===== src/rtl/rgbled_decoder.sv =====
// SPI-mode-0 frame receiver feeding a WS2812-style single-wire LED serializer.
// state    | meaning
// IDLE     | line low, waiting for a pending frame
// BIT_HIGH | high phase of current bit (T1H or T0H cycles)
// BIT_LOW  | low phase completing the TBIT bit period
// LATCH    | TRESET low cycles so the LED chain latches colours
module rgbled_decoder #(
  parameter int NUM_LEDS     = 3,
  parameter int BITS_PER_LED = 24,
  parameter int T0H          = 4,
  parameter int T1H          = 8,
  parameter int TBIT         = 12,
  parameter int TRESET       = 600
) (
  input  logic clk,
  input  logic rst,
  input  logic spi_sclk,
  input  logic spi_cs_n,
  input  logic spi_mosi,
  output logic spi_miso,
  output logic led_dout,
  output logic busy
);
  localparam int N    = NUM_LEDS * BITS_PER_LED;
  localparam int CW   = $clog2(N + 1);
  localparam int TMAX = (TRESET > TBIT) ? TRESET : TBIT;
  localparam int TW   = $clog2(TMAX + 1);

  localparam logic [1:0] IDLE     = 2'd0;
  localparam logic [1:0] BIT_HIGH = 2'd1;
  localparam logic [1:0] BIT_LOW  = 2'd2;
  localparam logic [1:0] LATCH    = 2'd3;

  logic [1:0] sclk_sync, cs_sync, mosi_sync;
  logic       sclk_d, cs_d;
  logic       sclk_s, cs_s, mosi_s;
  logic       sclk_rise, sclk_fall, cs_fall, cs_rise;

  // chip select idles high through reset so release never fakes a cs edge
  always_ff @(posedge clk or posedge rst) begin
    if (rst) begin
      sclk_sync <= 2'b00;
      cs_sync   <= 2'b11;
      mosi_sync <= 2'b00;
      sclk_d    <= 1'b0;
      cs_d      <= 1'b1;
    end else begin
      sclk_sync <= {sclk_sync[0], spi_sclk};
      cs_sync   <= {cs_sync[0], spi_cs_n};
      mosi_sync <= {mosi_sync[0], spi_mosi};
      sclk_d    <= sclk_sync[1];
      cs_d      <= cs_sync[1];
    end
  end

  assign sclk_s    = sclk_sync[1];
  assign cs_s      = cs_sync[1];
  assign mosi_s    = mosi_sync[1];
  assign sclk_rise = sclk_s & ~sclk_d;
  assign sclk_fall = ~sclk_s & sclk_d;
  assign cs_fall   = ~cs_s & cs_d;
  assign cs_rise   = cs_s & ~cs_d;

  logic [N-1:0]  shreg;
  logic [N-1:0]  frame_buf;
  logic [CW-1:0] bit_cnt;
  logic          miso_q;
  logic          frame_done;

  assign frame_done = cs_rise && (bit_cnt == CW'(N));

  always_ff @(posedge clk or posedge rst) begin
    if (rst) begin
      shreg     <= '0;
      frame_buf <= '0;
      bit_cnt   <= '0;
      miso_q    <= 1'b0;
    end else begin
      if (cs_fall)
        bit_cnt <= '0;
      else if (sclk_rise && !cs_s && (bit_cnt != CW'(N)))
        bit_cnt <= bit_cnt + 1'b1;

      if (sclk_rise && !cs_s)
        shreg <= {shreg[N-2:0], mosi_s};

      // cs falling edge presents the first bit before the master's first rising edge
      if (cs_s)
        miso_q <= 1'b0;
      else if (cs_fall || sclk_fall)
        miso_q <= shreg[N-1];

      if (frame_done)
        frame_buf <= shreg;
    end
  end

  assign spi_miso = miso_q;

  logic [1:0]    state, state_nxt;
  logic [N-1:0]  oreg;
  logic [CW-1:0] obit;
  logic [TW-1:0] timer;
  logic          pending;
  logic          led_q, busy_q;
  logic          last_bit;
  logic          start;

  function automatic logic [TW-1:0] high_len(input logic b);
    return b ? TW'(T1H - 1) : TW'(T0H - 1);
  endfunction

  function automatic logic [TW-1:0] low_len(input logic b);
    return b ? TW'(TBIT - T1H - 1) : TW'(TBIT - T0H - 1);
  endfunction

  assign last_bit = (obit == CW'(N - 1));
  assign start    = (state == IDLE) && pending;

  always_comb begin
    state_nxt = state;
    case (state)
      IDLE:     if (pending) state_nxt = BIT_HIGH;
      BIT_HIGH: if (timer == '0) state_nxt = BIT_LOW;
      BIT_LOW:  if (timer == '0) state_nxt = last_bit ? LATCH : BIT_HIGH;
      LATCH:    if (timer == '0) state_nxt = IDLE;
      default:  state_nxt = IDLE;
    endcase
  end

  always_ff @(posedge clk or posedge rst) begin
    if (rst) begin
      state   <= IDLE;
      oreg    <= '0;
      obit    <= '0;
      timer   <= '0;
      pending <= 1'b0;
      led_q   <= 1'b0;
      busy_q  <= 1'b0;
    end else begin
      state  <= state_nxt;
      led_q  <= (state_nxt == BIT_HIGH);
      busy_q <= (state_nxt != IDLE);

      // a frame landing on the start cycle keeps pending set, so it follows
      if (frame_done)
        pending <= 1'b1;
      else if (start)
        pending <= 1'b0;

      case (state)
        IDLE: begin
          if (pending) begin
            oreg  <= frame_buf;
            obit  <= '0;
            timer <= high_len(frame_buf[N-1]);
          end
        end
        BIT_HIGH: begin
          if (timer == '0)
            timer <= low_len(oreg[N-1]);
          else
            timer <= timer - 1'b1;
        end
        BIT_LOW: begin
          if (timer == '0) begin
            if (last_bit) begin
              timer <= TW'(TRESET - 1);
            end else begin
              oreg  <= {oreg[N-2:0], 1'b0};
              obit  <= obit + 1'b1;
              timer <= high_len(oreg[N-2]);
            end
          end else begin
            timer <= timer - 1'b1;
          end
        end
        LATCH: begin
          if (timer != '0)
            timer <= timer - 1'b1;
        end
        default: ;
      endcase
    end
  end

  assign led_dout = led_q;
  assign busy     = busy_q;

endmodule


===== config.mk =====
export PLATFORM = sky130hd
export DESIGN_NAME = rgbled_decoder
export DESIGN_NICKNAME = d
export VERILOG_FILES = /design/src/rtl/rgbled_decoder.sv
export SDC_FILE = /design/constraint.sdc
export NUM_CORES = 1
export LEC_CHECK = 0
export ABC_AREA = 1
export CORE_AREA = 8 8 146 148
export CTS_BUF_LIST = sky130_fd_sc_hd__clkbuf_8
export CTS_CLUSTER_SIZE = 8
export DETAILED_ROUTE_END_ITERATION = 16
export DIE_AREA = 0 0 154 156
export PLACE_DENSITY_LB_ADDON = 0.3
export SYNTH_ARGS = -nofsm -noshare
export SYNTH_HDL_FRONTEND = slang
export SYNTH_SLANG_ARGS = --single-unit

===== constraint.sdc =====
create_clock -name clk -period 7.05 [get_ports clk]
set_input_delay 0.705 -clock clk [delete_from_list [all_inputs] [get_ports clk]]
set_output_delay 0.705 -clock clk [all_outputs]
set_load 0.005 [all_outputs]

==> reports/metrics.cfg <==
[critical_path]
end_kind = register
crit_arrival_ns = 4.14
r2r_setup_slack_ns = 3.36
critPathSlowestCell = inv_2
r2r_cells = 11
crit_chain = inv_1 > nand2_2 > buf_4 > inv_2 > nand2_1 > nand2_2 > nand2_4 > inv_4 > buf_4 > o211ai_2 > o21ai_2
crit_start = state[0]
worstPathRequired_ns = 7.50
path_class = reg -> reg
rr_endpoint = oreg[2]
start_kind = register
critPathMaxStageDelay_ns = 0.76
path_max_fanout = 105
r2r-start = state[0]
cp-endpoint = oreg[2]

[placed_design]
dp.cells = 1418
gp_congestion = 0.834
dp_slack_ns = 3.30
port_buffers = 7
hpwl_microns = 10400
placed_area_sq_mm = 0.0110

[synth]
synth-adder-area-share = 0.00568
synth_nets = 1241
synth-seq-cells = 254
synthSimpleGateAreaFrac = 0.147
synth-compound-area-share = 0.163
yosysUniqueCellTypes = 39
syn_area_per_cell_sq_um = 8.94
yosys.area.top_type_share = 0.571
async_reset_ff_frac = 1.00
synth_top_cell_by_area = dfrtp_1
synth_seq_area_share = 0.578
synth_top_family_by_area = compound AO/OA/AOI/OAI gates
synth-edff-count = 0
muxShareOfSynthArea = 0
synth_xor_area_frac = 0.00637
ys.warnings.count = 0
synthFlopType = dfrtp_1
netlist_instances = 1231
yosys-top-cells-area = dfrtp_1, nand2_1, o21ai_0
synth_area_sq_mm = 0.0110

[clocking]
clk_pin_slew_worst_paths_ns = 0.06
clk_latency_ns = 0.53
cts_resized = 0
h-tree-depth = 2
clk_path_buf_depth = 3
root_buffer = clkbuf_8
cts_tree = done
post_cts_buffers = 0
cts_made_buffers = 43
cts_sinks = 254
holdBufCountCts = 0

[finish]
layoutNonFillerInstCount = 1491
num-fill-cells = 1631
syn2layout_area_growth_pct = 7.60
final_core_util = 0.621
drive_gt1_frac = 0.0926
stdcell_area_sq_mm = 0.0118
antenna_cells = 0
nNetsFinal = 1235

[timing]
final.min_clock_period_ns = 3.69
grt_setup_unrepaired = false
finalMaxSlewViolations = 0
timing.final.crit_share = 0.523
fin_ws_ns = 3.36
max-slew-margin-rel = 0.320
fin_tns_setup_ns = 0
fmax_mhz = 271
finClkSkew_ns = 0.0127
finalSetupViolations = 0
whs_ns = 0.349
tightest_slew_ns = 1.02
finalHoldViolations = 0

[floorplan]
initial_core_util = 0.577
core_area_sq_mm = 0.0191
die_height_microns = 156
placementRows = 51
fp.dieW_microns = 154
io_pins = 8
die-area_sq_mm = 0.0240

[hold_path]
worstHoldPathType = reg -> reg

[power]
vdd_ir_drop_max_mv = 0.166
finalPower_mw = 2.79
leakage_nw = 5.29
power_density_mw_per_mm2 = 235

[global_route]
antenna_found_initial = 0
grt_max_degree = 193
grtUsageTotal = 0.158
first_global_vias = 7235
grt.overflow.total = 0
grt_pass1_wl_microns = 32400

[detailed_routing]
dr.pass1.iters = 5
drt_iter0_markers = 465
postRouteAntennaNets = 0
drt_wl_total_microns = 17800
vias = 7640
drc = 0
avgRoutedWirePerCell_microns = 11.9
viasPerCell = 5.12

[job]
maxCapViolations = 0

[run_status]
status = complete, no violations

==> cells in the mapped netlist (2+ instances only) <==
master,n
buf_2,22
o211ai_1,7
xnor2_1,2
a31oi_1,2
o21ai_0,174
o22ai_1,2
inv_2,6
dfrtp_1,251
ha_1,5
o31ai_1,2
a21oi_1,8
o21ai_2,17
o21ai_1,94
dfstp_2,3
nand3_1,24
inv_1,174
nor2_2,3
nand2_2,2
xor2_1,6
clkbuf_1,21
nand2_4,2
o211ai_2,14
buf_4,4
nand4_1,6
buf_6,13
nand2_1,330
buf_8,2
nor2_4,2
nor2_1,21
nor3_1,3
==> final cells by class <==
type | instances | area (sq um) | share of cell area
clock buffers | 51 | 702 | 0.0593
clock inverters | 22 | 114 | 0.00961
inverters | 181 | 686 | 0.0579
multi-input cells | 732 | 3560 | 0.300
flip-flops and latches | 254 | 6360 | 0.537
well taps | 238 | 298 | 0.0251
repair buffers | 13 | 128 | 0.0108
==> kinds of logic (layout without fill, tap and decap cells) <==
| kind of cell | Yosys count | after routing |
|---|---|---|
| and+or+nand+nor | 399 | 399 |
| AOI/OAI and AO/OA | 320 | 320 |
| DFF | 254 | 254 |
| buffers and inverters | 245 | 267 |
| xor gates and xnor gates | 8 | 8 |
| adders and majority gates | 5 | 5 |
==> registers in the layout (all words and copies together) (netlist names), 2 cells and up <==
register   cells
cs_sync        2
obit           7
timer         10
bit_cnt        7
mosi_sync      2
frame_buf     72
shreg         72
state          2
sclk_sync      2
oreg          72
==> cells in the final DEF, fill, tap and decap left out, types with 3 or more instances in the layout <==
cell / Yosys / routed
nand2_1: 330 / 329
dfrtp_1: 251 / 251
inv_1: 174 / 192
o21ai_0: 174 / 174
o21ai_1: 94 / 94
clkbuf_8: 0 / 51
nand3_1: 24 / 24
nor2_1: 21 / 21
o21ai_2: 17 / 17
o211ai_2: 14 / 14
a21oi_1: 8 / 8
o211ai_1: 7 / 7
clkdlybuf4s50_1: 0 / 7
inv_2: 6 / 6
nand4_1: 6 / 6
xor2_1: 6 / 6
ha_1: 5 / 5
buf_4: 4 / 5
nor2_4: 2 / 3
nand2_2: 2 / 3
nor3_1: 3 / 3
dfstp_2: 3 / 3
==> how the worst min path moves through the flow <==
stage | startpoint | endpoint | cells after the start
after detailed placement | mosi_sync[0] | mosi_sync[1] | 0
after CTS | mosi_sync[0] | mosi_sync[1] | 0
after global routing | cs_sync[0] | cs_sync[1] | 0
after global placement | sclk_sync[0] | sclk_sync[1] | 0
final | sclk_sync[0] | sclk_sync[1] | 0
after floorplan | mosi_sync[0] | mosi_sync[1] | 0
==> critical path: cells and delay by family (launching register included) <==
family | cells | cell delay, ns
compound gates | 2 | 0.25
flops | 1 | 0.42
buf+inv | 5 | 2.50
simple gates | 4 | 0.40
==> power by group <==
group | switching (mW) | internal (mW)
combinational | 0.0539 | 0.0153
clock | 0.544 | 0.686
sequential | 0.0104 | 1.48
==> metal layers <==
| metal | global-route usage | part of all wire | vias to the layer above |
|---|---|---|---|
| met5 | 0 | 0 | - |
| met4 | 0.0621 | 0.024 | 0 |
| met3 | 0.0324 | 0.038 | 37 |
| met2 | 0.257 | 0.45 | 112 |
| met1 | 0.207 | 0.49 | 3600 |
| li1 | - | - | 3891 |
(Power assumes the default switching activity.)
